$ cat config.mk
export PLATFORM = sky130hd
export DESIGN_NAME = self_attention_head_scatter
export DESIGN_NICKNAME = d
export VERILOG_FILES = /design/src/rtl/self_attention_head_scatter.sv
export SDC_FILE = /design/constraint.sdc
export NUM_CORES = 1
export LEC_CHECK = 0
export ABC_AREA = 1
export CAP_MARGIN = 10
export CORE_AREA = 2 2 504 506
export CTS_CLUSTER_DIAMETER = 50
export DETAILED_ROUTE_END_ITERATION = 6
export DIE_AREA = 0 0 506 508
export PLACE_DENSITY = 0.34
export REMOVE_ABC_BUFFERS = 1
export SYNTH_ARGS = -nofsm -noshare
export SYNTH_HDL_FRONTEND = slang
export SYNTH_SLANG_ARGS = --single-unit
$ cat constraint.sdc
create_clock -name clk -period 15.7 [get_ports clk]
set_input_delay 3.14 -clock clk [delete_from_list [all_inputs] [get_ports clk]]
set_output_delay 3.14 -clock clk [all_outputs]
set_load 0.01 [all_outputs]
$ cat src/rtl/self_attention_head_scatter.sv
// -----------------------------------------------------------------------------
// self_attention_head_scatter
//
// Splits one stream of embedding blocks (tokens x features) into NUM_HEADS
// per-head streams. Each block row along dim 0 is cut into NUM_HEADS contiguous
// groups of BLOCKS_PER_HEAD blocks. Group g of every row goes to head g.
//
// Ports
//   clk                  clock
//   rst                  synchronous, active-high reset
//   data_in              input block, BLK elements of DATA_PRECISION_0 bits
//   data_in_valid        input block valid
//   data_in_ready        input block accepted when valid & ready
//   split_head_out       per-head output block (one-entry register per head)
//   split_head_out_valid per-head valid
//   split_head_out_ready per-head ready
//   tensor_done          1-cycle pulse after the last block of a tensor is taken
//
// Handshake semantics (input and every output): a transfer happens on a rising
// clock edge where valid & ready are both 1. A source holding valid keeps its
// data stable until the transfer. Valid never depends on ready. data_in_ready
// depends only on the register of the currently addressed head and that head's
// ready, so a stalled head blocks only the input aimed at it.
// -----------------------------------------------------------------------------
module self_attention_head_scatter #(
    parameter int NUM_HEADS              = 4,
    parameter int DATA_TENSOR_SIZE_DIM_0 = 64,
    parameter int DATA_TENSOR_SIZE_DIM_1 = 32,
    parameter int DATA_PARALLELISM_DIM_0 = 4,
    parameter int DATA_PARALLELISM_DIM_1 = 4,
    parameter int DATA_PRECISION_0       = 16,
    parameter int DATA_PRECISION_1       = 3,
    localparam int BLK = DATA_PARALLELISM_DIM_0 * DATA_PARALLELISM_DIM_1
) (
    input  logic                        clk,
    input  logic                        rst,
    input  logic [DATA_PRECISION_0-1:0] data_in [BLK],
    input  logic                        data_in_valid,
    output logic                        data_in_ready,
    output logic [DATA_PRECISION_0-1:0] split_head_out [NUM_HEADS][BLK],
    output logic [NUM_HEADS-1:0]        split_head_out_valid,
    input  logic [NUM_HEADS-1:0]        split_head_out_ready,
    output logic                        tensor_done
);

    localparam int DEPTH_DIM_0     = DATA_TENSOR_SIZE_DIM_0 / DATA_PARALLELISM_DIM_0;
    localparam int DEPTH_DIM_1     = DATA_TENSOR_SIZE_DIM_1 / DATA_PARALLELISM_DIM_1;
    localparam int BLOCKS_PER_HEAD = DEPTH_DIM_0 / NUM_HEADS;

    localparam int BW = (BLOCKS_PER_HEAD > 1) ? $clog2(BLOCKS_PER_HEAD) : 1;
    localparam int HW = (NUM_HEADS > 1) ? $clog2(NUM_HEADS) : 1;
    localparam int RW = (DEPTH_DIM_1 > 1) ? $clog2(DEPTH_DIM_1) : 1;

    localparam logic [BW-1:0] BLK_LAST  = BW'(BLOCKS_PER_HEAD - 1);
    localparam logic [HW-1:0] HEAD_LAST = HW'(NUM_HEADS - 1);
    localparam logic [RW-1:0] ROW_LAST  = RW'(DEPTH_DIM_1 - 1);

    // The fractional width is carried along untouched; it only has to make
    // sense relative to the total width.
    if ((DATA_TENSOR_SIZE_DIM_0 % DATA_PARALLELISM_DIM_0) != 0 ||
        (DATA_TENSOR_SIZE_DIM_1 % DATA_PARALLELISM_DIM_1) != 0 ||
        (DEPTH_DIM_0 % NUM_HEADS) != 0 ||
        (DATA_PRECISION_1 >= DATA_PRECISION_0)) begin : g_param_check
        $error("self_attention_head_scatter: illegal parameter combination");
    end

    logic [BW-1:0] blk_cnt;
    logic [HW-1:0] head_idx;
    logic [RW-1:0] row_cnt;

    logic [NUM_HEADS-1:0]        reg_valid;
    logic [DATA_PRECISION_0-1:0] reg_data [NUM_HEADS][BLK];

    logic sel_valid;
    logic sel_ready;
    logic accept;
    logic blk_last;
    logic head_last;
    logic row_last;

    // Mux out the addressed head's state with a compare loop so the select
    // stays well-formed for any NUM_HEADS, including 1.
    always_comb begin
        sel_valid = 1'b0;
        sel_ready = 1'b0;
        for (int h = 0; h < NUM_HEADS; h++) begin
            if (head_idx == HW'(h)) begin
                sel_valid = reg_valid[h];
                sel_ready = split_head_out_ready[h];
            end
        end
    end

    // A full register that is draining this cycle can take new data at once,
    // which keeps a steady stream at one block per cycle.
    assign data_in_ready = ~sel_valid | sel_ready;
    assign accept        = data_in_valid & data_in_ready;

    assign blk_last  = (blk_cnt == BLK_LAST);
    assign head_last = (head_idx == HEAD_LAST);
    assign row_last  = (row_cnt == ROW_LAST);

    // Position counters: blk within head group, head within row, row within tensor.
    always_ff @(posedge clk) begin
        if (rst) begin
            blk_cnt     <= '0;
            head_idx    <= '0;
            row_cnt     <= '0;
            tensor_done <= 1'b0;
        end else begin
            tensor_done <= accept & blk_last & head_last & row_last;
            if (accept) begin
                if (blk_last) begin
                    blk_cnt <= '0;
                    if (head_last) begin
                        head_idx <= '0;
                        if (row_last) begin
                            row_cnt <= '0;
                        end else begin
                            row_cnt <= row_cnt + 1'b1;
                        end
                    end else begin
                        head_idx <= head_idx + 1'b1;
                    end
                end else begin
                    blk_cnt <= blk_cnt + 1'b1;
                end
            end
        end
    end

    // Per-head valid: a load wins over a drain, so a simultaneous drain and
    // load keeps the head valid with the new block (no bubble).
    always_ff @(posedge clk) begin
        if (rst) begin
            reg_valid <= '0;
        end else begin
            for (int h = 0; h < NUM_HEADS; h++) begin
                if (accept && (head_idx == HW'(h))) begin
                    reg_valid[h] <= 1'b1;
                end else if (split_head_out_ready[h]) begin
                    reg_valid[h] <= 1'b0;
                end
            end
        end
    end

    // Data registers need no reset; they are only observed while valid.
    always_ff @(posedge clk) begin
        for (int h = 0; h < NUM_HEADS; h++) begin
            if (accept && (head_idx == HW'(h))) begin
                reg_data[h] <= data_in;
            end
        end
    end

    assign split_head_out       = reg_data;
    assign split_head_out_valid = reg_valid;

endmodule

# == Word level (Yosys, flattened, before mapping) ==
# Index checks and enable logic that the tools add are counted.
# totals
regBits,1036
inputBits,263
out_inout_bits,1030
# op_classes
n_addsub,3
eq_ne,5
mux,19
bitwise,6
n_reduce_logical,11
# ops
cell,n
$mux 1,16
$reduce_bool 2->1,4
$eq 2x2->1 const B,3
$add 2x1->2 const B,2
$and 1x1->1,4
$logic_and 1x1->1,4
$mux 2,2
$add 3x1->3 const B,1
$eq 3x3->1 const B,1
$mux 3,1
$reduce_and 3->1,1
$eq 2x1->1 const B,1
$logic_not 2->1,1
$reduce_and 2->1,1
$not 1->1,1
$or 1x1->1,1

# == Logic depth before layout (Yosys ltp) ==
# depth
word_depth,11
mapped_depth,11

# == Least setup slack after synthesis ==
# Ideal clock, no wire load.
# synth_timing
path_type,input port to flip-flop
start,input split_head_out_ready[1]
end,register reg_data (netlist bit split_head_out[1000]) (enable)
arrival_ps,10018
required_time_ps,15027
slack_ps,5009
stages,5
n_path_buf,0
cell_sequence,nand3b_1 > nand3_2 > nand2_2 > nand3_4 > nor2_2
# synth_via
elab_chain_len,6
# synth_rtl
element,line,source
start: declaration,42,"input logic [NUM_HEADS-1:0] split_head_out_ready,"
$mux 1 (3 in series),87,if (head_idx == HW'(h)) begin
$or 1x1->1,96,assign data_in_ready = ~sel_valid | sel_ready;
$and 1x1->1,97,assign accept = data_in_valid & data_in_ready;
$logic_and 1x1->1,151,if (accept && (head_idx == HW'(h))) begin
end signal: indexed assignment,152,reg_data[h] <= data_in;
end: declaration,72,logic [DATA_PRECISION_0-1:0] reg_data [NUM_HEADS][BLK];
# No other way between the ends.
# A chain may end at the register's enable or synchronous reset.

# == Worst setup path after layout ==
# layout_timing
start,input split_head_out_ready[2]
end,output data_in_ready
# layout_via
elab_chain_len,3
# layout_rtl
element,line,source
$mux 1 (2 in series),87,
$or 1x1->1,96,
end: declaration,39,"output logic data_in_ready,"
# No other way between the ends.

==> summary.md <==
| Metric | Value |
|---|---|
| Max VDD drop | 0.127 mV |
| Hold Crit Class | reg -> reg |
| Via density | 2.95 |
| Placed instance count | 5,785 |
| Post-layout instance area | about 54,000 sq um |
| Total die area | 257,000 sq um |
| Global-route wire length before repair | around 180,000 um |
| Largest stage delay, worst path | 0.60 ns |
| Highest Clock Rate | 0.128 GHz |
| Initial antenna violation count | 55 |
| CTS Buf Count | 156 |
| #FFs+latches synth | 1,036 |
| Pre-antenna DRT Iters | 5 |
| Initial core utilization | 0.125 |
| Endpoints failing setup | 0 |
| Mapped Cells | 1,107 |
| Fin nets | 2,847 |
| TritonCTS clock tree | done |
| H-tree levels | 4 |
| Final ANT Viol Nets | 0 |
| Worst-path fanout max | 3 |
| Gpl congestion | just under 0.8 |
| Post-route insts no fill | 6,095 |
| Final hold violations | 0 |
| CP Capture Type | output pin |
| Worst path bufs/invs | 2 |
| Total wire length | between 100,000 and 150,000 um |
| Vias in the first global route | ~19,000 |
| # Max-Cap Violations | 0 |
| Cts hold-fix bufs | 0 |
| Synth top area share | 0.978 |
| Finished Core Util | 0.214 |
| Pin count of the biggest net entering global routing | between 100 and 150 |
| Yosys warning count | 0 |
| Clock Root Buffer | clkbuf_16 |
| WP data required | about 13 ns |
| Slew HR | 0.348 |
| Leakage | 0.0174 uW |
| I/O pins | 1,293 |
| Pins over their slew limit | 0 |
| Minimum clock period after layout | approximately 8 ns |
| DRT iter0 DRCs | 1,232 |
| Crit-path cells | clkdlybuf4s50_1 > nor2_2 > nor2_1 > nor2_2 > a21boi_2 > clkdlybuf4s50_1 |
| Slew @ Worst Pin | 0.978 ns |
| Post-CTS Resized | 0 |
| Post-CTS setup buffers | 0 |
| CTS max path bufs | 3 |
| Sequential share of the synthesized area | 0.986 |
| Area leader, netlist | edfxtp_1 |
| Die width | 506 um |
| Power per Cell Area | between 100 and 150 nW/um^2 |
| DPL Wire Length | 108,000 um |
| RSZ-0062 raised after global routing | no |
| Synthesized area per cell | 28.4 sq um |
| Area growth, synth to finish | 72.1% |
| FP Rows | 185 |
| CP max-delay cell | clkdlybuf4s50_1 |
| Setup ws final | 7.91 ns |
| Grt total ovfl | 0 |
| Setup TNS Final | 0 ns |
| Avg WL per Cell | 23.5 um |
| Core Region | 252,000 sq um |
| Status | finished, final reports clean |
| DRC | 0 |
| Top delay family on crit path | buffers and inverters |
| Mapped cell area | 31,400 sq um |
| Critical Path Source Type | primary input |
| GRT Util Overall | 0.106 |
| Die Y | roughly 500 um |
| Post-DP Area | slightly below 50,000 sq um |
| Clk Latency, worst-skew pair | 0.77 ns |
| Vias | between 15,000 and 20,000 |
| Sink Count | 1,036 |
| Share of post-route cells with drive strength above 1 | 0.106 |
| Crit Path Class | in -> out |
| Critical Path AT | 4.65 ns |
| Cell variety after synth | 21 |
| Synth top area cells | edfxtp_1, dfxtp_1, ha_1 |
| Clk_skew | 0.0392 ns |
| Pre-CTS setup slack | 7.93 ns |
| IO Port Bufs | 1,292 |
| Clk slew on worst S/H paths | 0.05 ns |
| Final worst path period share | 0.496 |
worst paths after layout:
kind | cells past startpoint | startpoint | endpoint | slack [ns]
min | 2 | row_cnt[1] | row_cnt[1] | 0.47
max | 6 | split_head_out_ready[2] | data_in_ready | 7.91
max reg2reg | 12 | head_idx[0] | split_head_out[404] | 11.46
min reg2reg | 2 | row_cnt[1] | row_cnt[1] | 0.47
final cells by class:
class,count,area [sq um]
fillers,26496,198000
flip-flops and latches,1036,31000
repair buffers,1312,13100
well taps,3366,4210
clock buffers,175,4000
clock inverters,112,1280
multi-input cells,58,402
inverters,13,65.1
diodes,23,57.6
flip-flops by register name, indices dropped and copies added (netlist names):
signal	count
split_head_out	1024
split_head_out_valid	4
row_cnt	3
blk_cnt	2
head_idx	2
tensor_done	1
power breakdown:
group          internal (uW)  switching, uW  total [uW]
clock                   2080           1430        3510
sequential              3110           15.1        3120
combinational            141            184         326
total                   5330           1630        6960
worst register-to-register path, stage by stage, from the launching register on:
cell     delay, ns
dfxtp_1       0.38
inv_1         0.10
ha_1          0.22
inv_1         0.12
nor2_1        0.07
nand2_1       0.08
nand3_2       0.08
nand2_2       0.11
nand3_4       0.13
nor2_4        0.49
buf_4         0.61
buf_4         0.62
buf_4         0.76
per-layer routing:
metal / vias to the layer above / track usage / share of wire / wire (um)
met5: - / 0 / 0.000084 / 12
met4: 2 / 0.0328 / 0.025 / 3640
li1: 7550 / - / - / -
met2: 1140 / 0.165 / 0.45 / 65100
met3: 211 / 0.0626 / 0.13 / 18800
met1: 9090 / 0.122 / 0.39 / 55600
cell usage after synthesis:
cell type	instances
nor3_2	1
clkinv_2	1
nor2_2	5
edfxtp_1	1024
o21a_1	3
nor2_1	11
a21boi_2	1
inv_1	11
nand3_2	3
o21bai_1	1
nand2_4	1
nand2_1	12
inv_2	1
nand4_2	1
ha_1	7
dfxtp_1	12
nand3b_1	1
a21oi_1	5
nand3_1	4
nand2_2	1
nand3_4	1
cell usage in the layout, fill, tap and decap left out, types with 12 or more instances in the layout:
cell             count
clkinv_2            19
buf_4               19
clkbuf_1            18
bufinv_16           12
diode_2             23
edfxtp_1          1024
clkbuf_16          157
clkinvlp_4          17
nand2_1             12
clkinv_1            19
clkdlybuf4s50_1   1292
inv_6               16
dfxtp_1             12
per-stage QoR:
stage          power, uW  hold WS (ns)
6_report            6960         0.469
3_5_place_dp        3510         0.461
5_1_grt             7220         0.492
2_1_floorplan       3240         0.437
3_3_place_gp        3520         0.456
4_1_cts             7110         0.468
logic make-up (layout without fill, tap and decap cells):
kind of cell	Yosys count	count (layout)	share of synthesized area
and+or+nand+nor	41	41	0.00741
other	0	23	0
buffers and inverters	13	1612	0.00159
DFF	1036	1036	0.986
AOI/OAI and AO/OA	10	10	0.00211
adders and majority gates	7	7	0.00279
Power figures use the tool's default switching activity.
